**src/rtl/led_fader.sv**
```systemverilog
// led_fader: eight-channel LED PWM fader with a low-power sleep mode.
//
// Each LED bit from the data memory sets a target brightness (0 or 255).
// Per channel, a duty register walks toward its target by FADE_STEP once
// per PWM period. The PWM comparator drives the LEDs. While the CPU sits in
// wait-for-interrupt, the PWM counters freeze, the duties snap to their
// targets and the LEDs follow the register value directly, so they do not
// toggle.
//
// Parameters
//   PRESCALE  : clk cycles per PWM tick (1..65535)
//   FADE_STEP : duty change applied per PWM period (1..255)
//
// Ports
//   clk     : single system clock (HFOSC, shared with CPU and memories)
//   rst_n   : asynchronous active-low reset, release synchronised internally
//   led_in  : LED register value, sampled every cycle
//   wfi     : CPU wait-for-interrupt, high selects the sleep mode
//   led_out : registered PWM drive to the board LEDs
//   busy    : registered, high while any duty differs from its target
module led_fader #(
    parameter int unsigned PRESCALE  = 24,
    parameter int unsigned FADE_STEP = 17
) (
    input  logic       clk,
    input  logic       rst_n,
    input  logic [7:0] led_in,
    input  logic       wfi,
    output logic [7:0] led_out,
    output logic       busy
);

    typedef enum logic {
        RUN   = 1'b0,
        SLEEP = 1'b1
    } state_t;

    localparam logic [15:0] PRESC_MAX = 16'(PRESCALE - 1);
    localparam logic [8:0]  STEP      = 9'(FADE_STEP);

    state_t      state;
    state_t      state_nxt;

    // Reset release goes through one flop, so nothing updates on the first
    // edge after release and the first real update lands on the second edge.
    logic        run_en;

    logic [15:0] presc;
    logic [15:0] presc_nxt;
    logic [7:0]  pwm_cnt;
    logic [7:0]  pwm_nxt;
    logic [7:0]  led_q;
    logic [7:0]  duty     [8];
    logic [7:0]  duty_nxt [8];
    logic [7:0]  led_out_nxt;
    logic        busy_nxt;
    logic        tick;
    logic        period_end;

    // One fade step toward 0 or 255, clamped at the target; the 9-bit
    // arithmetic keeps the upward sum from wrapping past 255.
    function automatic logic [7:0] fade_step(input logic [7:0] d, input logic up);
        logic [8:0] sum;
        sum = {1'b0, d} + STEP;
        if (up) begin
            fade_step = (sum >= 9'd255) ? 8'hFF : sum[7:0];
        end else begin
            fade_step = ({1'b0, d} <= STEP) ? 8'h00 : (d - STEP[7:0]);
        end
    endfunction

    always_ff @(posedge clk or negedge rst_n) begin
        if (!rst_n) begin
            run_en <= 1'b0;
        end else begin
            run_en <= 1'b1;
        end
    end

    always_comb begin
        tick       = (presc == PRESC_MAX);
        period_end = tick && (pwm_cnt == 8'hFF);
    end

    // Next-state logic.
    always_comb begin
        state_nxt = state;
        unique case (state)
            RUN:   if (wfi)  state_nxt = SLEEP;
            SLEEP: if (!wfi) state_nxt = RUN;
            default: state_nxt = RUN;
        endcase
    end

    // Datapath next values. Targets come from led_q, so a target change is
    // seen one cycle after led_in moves and acts at the following period_end.
    always_comb begin
        presc_nxt   = presc;
        pwm_nxt     = pwm_cnt;
        led_out_nxt = led_q;
        busy_nxt    = 1'b0;
        for (int unsigned i = 0; i < 8; i++) begin
            duty_nxt[i] = duty[i];
        end

        if (state == RUN) begin
            presc_nxt = tick ? 16'd0 : (presc + 16'd1);
            if (tick) begin
                pwm_nxt = pwm_cnt + 8'd1;
            end
            for (int unsigned i = 0; i < 8; i++) begin
                led_out_nxt[i] = (duty[i] == 8'hFF) || (pwm_cnt < duty[i]);
                if (period_end && (duty[i] != {8{led_q[i]}})) begin
                    duty_nxt[i] = fade_step(duty[i], led_q[i]);
                end
            end
        end else begin
            for (int unsigned i = 0; i < 8; i++) begin
                duty_nxt[i] = {8{led_q[i]}};
            end
        end

        for (int unsigned i = 0; i < 8; i++) begin
            busy_nxt = busy_nxt | (duty_nxt[i] != {8{led_q[i]}});
        end
    end

    always_ff @(posedge clk or negedge rst_n) begin
        if (!rst_n) begin
            state   <= RUN;
            presc   <= '0;
            pwm_cnt <= '0;
            led_q   <= '0;
            led_out <= '0;
            busy    <= 1'b0;
            for (int unsigned i = 0; i < 8; i++) begin
                duty[i] <= '0;
            end
        end else if (run_en) begin
            state   <= state_nxt;
            presc   <= presc_nxt;
            pwm_cnt <= pwm_nxt;
            led_q   <= led_in;
            led_out <= led_out_nxt;
            busy    <= busy_nxt;
            for (int unsigned i = 0; i < 8; i++) begin
                duty[i] <= duty_nxt[i];
            end
        end
    end

endmodule

```
**config.mk**
```make
export PLATFORM = sky130hd
export DESIGN_NAME = led_fader
export DESIGN_NICKNAME = d
export VERILOG_FILES = /design/src/rtl/led_fader.sv
export SDC_FILE = /design/constraint.sdc
export NUM_CORES = 1
export LEC_CHECK = 0
export CAP_MARGIN = 20
export CORE_UTILIZATION = 44
export DETAILED_ROUTE_END_ITERATION = 8
export GPL_ROUTABILITY_DRIVEN = 0
export HOLD_SLACK_MARGIN = 0.03
export PLACE_DENSITY = 0.68
export SYNTH_ARGS = -nofsm -noshare
export SYNTH_HDL_FRONTEND = slang
export SYNTH_SLANG_ARGS = --single-unit
```
**constraint.sdc**
```tcl
create_clock -name clk -period 3.3 [get_ports clk]
set_input_delay 0.66 -clock clk [delete_from_list [all_inputs] [get_ports clk]]
set_output_delay 0.66 -clock clk [all_outputs]
set_load 0.01 [all_outputs]
```
Word-level counts from Yosys, hierarchy flattened
Cells that the tools add are included.
Widths: inputs -> output; s select.
- bits in registers: 107
- bits of input ports: 11
- output and inout port bits: 9
- $add $sub $neg: 18
- magnitude comparators: 24
- equality and inequality tests: 26
- multiplexer cells: 36
- bitwise logic cells: 8
- reduce and logical (&&, ||, !) cells: 19
- operator list (kind ; count):
    $mux 8 ; 33
    $ne 8x8->1 ; 16
    $add 8x5->9 const B ; 8
    $eq 8x8->1 const B ; 9
    $ge 9x8->1 const B ; 8
    $le 8x5->1 const B ; 8
    $lt 8x8->1 ; 8
    $mux 64 ; 1
    $sub 8x5->8 const B ; 8
    $add 16x1->16 const B ; 1
    $eq 16x5->1 const B ; 1
    $mux 16 ; 1
    $logic_and 1x1->1 ; 9
    $add 8x1->8 const B ; 1
    $logic_or 1x1->1 ; 8
    $or 1x1->1 ; 7
    $reduce_and 3->1 ; 1
    $reduce_and 2->1 ; 1
    $mux 1 ; 1
    $not 1->1 ; 1

Depth between registers and ports, before layout
Gate-level depths: netlist of the first run.
- word-level depth: 14
- gate-level depth with buffers: 14
- gate-level depth less buffers: 12

Worst setup path after synthesis of the first run
No wires, ideal clock.
- kind: reg-to-reg
- start: register duty[32] in the netlist's numbering
- end: register busy
- arrival time: 3.221 ns
- required time: 3.175 ns
- setup slack: -0.047 ns
- cell stages (with the launch flop): 14
- clock period less this slack: 3.347 ns
- cell sequence: dfrtp_1 clkbuf_1 inv_1 ha_1 or3b_2 a21oi_1 xnor2_1 o31a_1 a21oi_1 or4_1 a221o_1 a2111oi_2 and4_1 o21ai_1
- longest elaborated chain between the ends: 12
- RTL lines (what ; line ; source):
    start, declared ; 53 ; logic [7:0] duty [8];
    start signal, assigned by index ; 147 ; duty[i] <= duty_nxt[i];
    $add 8x5->9 ; 64 ; sum = {1'b0, d} + STEP;
    $ge 9x8->1 ; 66 ; fade_step = (sum >= 9'd255) ? 8'hFF : sum[7:0];
    $mux 8 ; 66 ;
    $mux 8 ; 65 ; if (up) begin
    $mux 8 * ; 113 ; if (period_end && (duty[i] != {8{led_q[i]}})) begin
    $mux 64 * ; 106 ; if (state == RUN) begin
    $ne 8x8->1 * ; 124 ; busy_nxt = busy_nxt | (duty_nxt[i] != {8{led_q[i]}});
    $or 1x1->1 * (5 in series) ; 124 ;
    end signal, assigned ; 145 ; busy <= busy_nxt;
    end, declared ; 30 ; output logic busy
Every way passes the cells marked *; elsewhere a longest branch is shown, timed or not.
A chain may end at the register's enable or synchronous reset.

Final worst setup path of the first run
- start: register presc[13]
- end: register busy
- longest elaborated chain between the ends: 13
- RTL lines (what ; line ; source):
    start, declared ; 48 ; logic [15:0] presc;
    start signal, assigned ; 141 ; presc <= presc_nxt;
    $eq 16x5->1 * ; 81 ; tick = (presc == PRESC_MAX);
    $logic_and 1x1->1 * ; 82 ; period_end = tick && (pwm_cnt == 8'hFF);
    $logic_and 1x1->1 ; 113 ;
    $mux 8 ; 113 ;
    $mux 64 * ; 106 ;
    $ne 8x8->1 ; 124 ;
    $or 1x1->1 (6 in series) ; 124 ;
    $or 1x1->1 * ; 124 ;
Marks and branches as above.

==> impl_metrics.env, run 1 <==
export IMPL_yosysMostFrequentCell="nand2_1"
export IMPL_ir_drop_v=0.000331
export IMPL_cts_buffer_depth=2
export IMPL_grt_usage=0.287
export IMPL_antennaDiodeCount=0
export IMPL_setup_viol=0
export IMPL_final_period_utilization=0.982
export IMPL_die_x_um=164
export IMPL_numCtsBuffers=9
export IMPL_final_core_util=0.531
export IMPL_antenna_found_initial=1
export IMPL_cp_data_arrival_time_ns=3.49
export IMPL_drtIter0Drc=1358
export IMPL_layout_setup_ws_ns=0.0579
export IMPL_rrSetupSlack_ns=0.06
export IMPL_maxSlewHeadroom=0.537
export IMPL_nets=1731
export IMPL_clkSlewWorstSetupHoldPaths_ns=0.09
export IMPL_met1_usage=0.388
export IMPL_critPathLaunchType="register"
export IMPL_ctsHtreeMaxLevel=3
export IMPL_grt_first_pass_wirelength_um=62300
export IMPL_cellPowerDensity_mw_per_mm2=440
export IMPL_synth_flop_cell="dfrtp_1"
export IMPL_crit_fanout=8
export IMPL_cp_required_ns=3.55
export IMPL_use_met3=0.0382
export IMPL_synth_top_area_frac=0.231
export IMPL_synth_area_leaders="dfrtp_1, ha_1, o21ai_0"
export IMPL_r2r_cells=13
export IMPL_syn2layout_area_growth_pct=18.9
export IMPL_synth_cell_types=80
export IMPL_syn_inst=1539
export IMPL_antenna_left=0
export IMPL_grt_overflow_total=0
export IMPL_timing_final_crit_period_ns=3.24
export IMPL_rows=59
export IMPL_pre_cts_ws_ns=-0.110
export IMPL_cts_tree="built"
export IMPL_clk_latency_ns=0.37
export IMPL_drt_wl_total_um=38900
export IMPL_routed_via_density=6.56
export IMPL_yosys_area_top_type="dfrtp_1"
export IMPL_maxCapViolations=0
export IMPL_hold_ws_ns=0.319
export IMPL_status="completed"
export IMPL_core_sq_mm=0.0260
export IMPL_hold_buffers=0
export IMPL_fin_worst_skew_ns=0.0125
export IMPL_ys_seq_area_frac=0.231
export IMPL_pin_count=20
export IMPL_hold_path_class="in2async"
export IMPL_ys_warn_count=0
export IMPL_syn_area_sq_mm=0.0116
export IMPL_grt_busiest_layer="met2"
export IMPL_fmax_mhz=308
export IMPL_finalHoldViolations=0
export IMPL_grt_max_degree=85
export IMPL_r2r_start="presc[13]"
export IMPL_drc=0
export IMPL_cp_end_kind="register"
export IMPL_synth_edf_count=0
export IMPL_initial_utilization=0.447
export IMPL_reg2reg_to="busy"
export IMPL_drt_pass1_iterations=6
export IMPL_drv_slew=0
export IMPL_die_area_sq_mm=0.0271
export IMPL_worstMarginPinSlew_ns=0.685
export IMPL_port_buffers=19
export IMPL_setup_worst_path_class="reg2reg"
export IMPL_final_layout_size_suffix_gt1_frac=0.179
export IMPL_routedWlPerCell_um=19.8
export IMPL_fp_dieH_um=164
export IMPL_p_leak_nw=6.06
export IMPL_syn_nets=1640
export IMPL_power_total_w=0.00607
export IMPL_grtUsageMet2=0.465
export IMPL_vias=12915
export IMPL_grt_pass1_vias=11980
export IMPL_dpl_hpwl_um=27600
export IMPL_cts_sinks=107
export IMPL_ys_seq_elements=107
export IMPL_synth_commonest_cells="nand2_1, nor2_1, dfrtp_1, clkbuf_1, o21ai_0"
export IMPL_syn_area_per_cell_sq_um=7.55
export IMPL_cts_root_buf="clkbuf_16"
export IMPL_ys_async_sr_fraction=1.00
## how the worst max path moves through the flow
stage	start	to	slack [ns]	depth (start not counted)
finish	presc[13]	busy	0.06	13
floorplan	duty[32]	busy	0.03	13
detailed placement	presc[1]	busy	-0.11	12
global placement	presc[6]	busy	-0.07	11
global route	duty[32]	busy	-0.08	13
CTS	presc[1]	busy	0.0004	11
## cell families after synthesis
| group | count (synthesis) | share of synthesized area |
|---|---|---|
| AOI/OAI and AO/OA | 530 | 0.311 |
| xor gates and xnor gates | 46 | 0.0347 |
| adders and majority gates | 90 | 0.0969 |
| buffers and inverters | 202 | 0.0670 |
| DFF | 107 | 0.231 |
| muxes | 16 | 0.0145 |
| other | 1 | 0.000323 |
| and+or+nand+nor | 547 | 0.245 |
## cells in the final DEF, fill, tap and decap left out, drive strengths merged, types with 11 or more instances in the layout
cell and count:
nand4 40, nand3 56, o31ai 21, inv 78, a21oi 80, o211ai 18, buf 184, nand2b 18
o21ai 105, or4 20, o22ai 30, nand2 122, ha 90, a21o 59, and3 18, clkdlybuf4s50 18
xor2 14, dfrtp 107, nor2 117, nor3 50, a31oi 45, or3 14, o221ai 11, xnor2 32
and2 12, nor4 24, a211oi 25, and4 14
## power breakdown
part | switching (W) | internal, W | leakage (nW)
sequential | 0.000294 | 0.00150 | 1.31
combinational | 0.00178 | 0.00132 | 4.59
clock | 0.000624 | 0.000551 | 0.153
## state kept, by name, summed over array words and instances (netlist names)
| register | flops |
|---|---|
| run_en | 1 |
| led_out | 8 |
| led_q | 8 |
| pwm_cnt | 8 |
| presc | 16 |
| state | 1 |
| busy | 1 |
| duty | 64 |
## routing by layer
metal	wire, um	part of all wire	vias to the layer above
li1	-	-	6031
met1	16200	0.42	6023
met2	18000	0.46	737
met3	3360	0.086	122
met4	1370	0.035	2
met5	13	0.00033	-
## worst max-delay path, cell delays in order, from the launching register on
cell      delay, ns
dfrtp_1        0.44
nor4_4         0.35
nand4_1        0.18
buf_6          0.19
or3_4          0.41
buf_4          0.17
nor3_2         0.25
a211oi_2       0.10
buf_4          0.16
and2_1         0.18
a211oi_1       0.23
o2111a_1       0.26
a32o_1         0.15
o21ai_1        0.06
## through the flow
stage | TNS [ns] | std cells | area, sq um
global route | -0.0761 | 1970 | 13800
detailed placement | -0.110 | 1944 | 13100
CTS | 0 | 1963 | 13500
floorplan | 0 | 1539 | 11600
global placement | -0.0734 | 1944 | 13100
finish | 0 | 1970 | 13800
## final cells by class
type,instances,area [sq um]
inverter,80,300
multi-input combinational,1230,8440
timing repair buffer,202,1640
sequential,107,2690
clock buffer,9,225
fill,2392,12200
clock inverter,7,88.8
tap,335,419
## what timing repair did
item,CTS,global route
resized for setup,6,70
buffers inserted,3,7
pin swaps,1,17
endpoints found under the setup margin,1,1
Power figures use the tool's default switching activity.
==> inputs of run 2 (changes only) <==
--- a/config.mk
+++ b/config.mk
@@ -5,8 +5,11 @@
 export SDC_FILE = /design/constraint.sdc
 export NUM_CORES = 1
 export LEC_CHECK = 0
+export ABC_CLOCK_PERIOD_IN_PS = 3300
 export CAP_MARGIN = 20
 export CORE_UTILIZATION = 44
+export CTS_CLUSTER_DIAMETER = 200
+export CTS_CLUSTER_SIZE = 25
 export DETAILED_ROUTE_END_ITERATION = 8
 export GPL_ROUTABILITY_DRIVEN = 0
 export HOLD_SLACK_MARGIN = 0.03
==> results of run 2 <==
Final layout, timing and power as in run 1 (identical DEF).
==> inputs of run 3 (changes only) <==
--- a/config.mk
+++ b/config.mk
@@ -14,6 +14,7 @@
 export GPL_ROUTABILITY_DRIVEN = 0
 export HOLD_SLACK_MARGIN = 0.03
 export PLACE_DENSITY = 0.68
+export SLEW_MARGIN = 20
 export SYNTH_ARGS = -nofsm -noshare
 export SYNTH_HDL_FRONTEND = slang
 export SYNTH_SLANG_ARGS = --single-unit
==> results of run 3 <==
Final layout, timing and power as in run 1 (identical DEF).
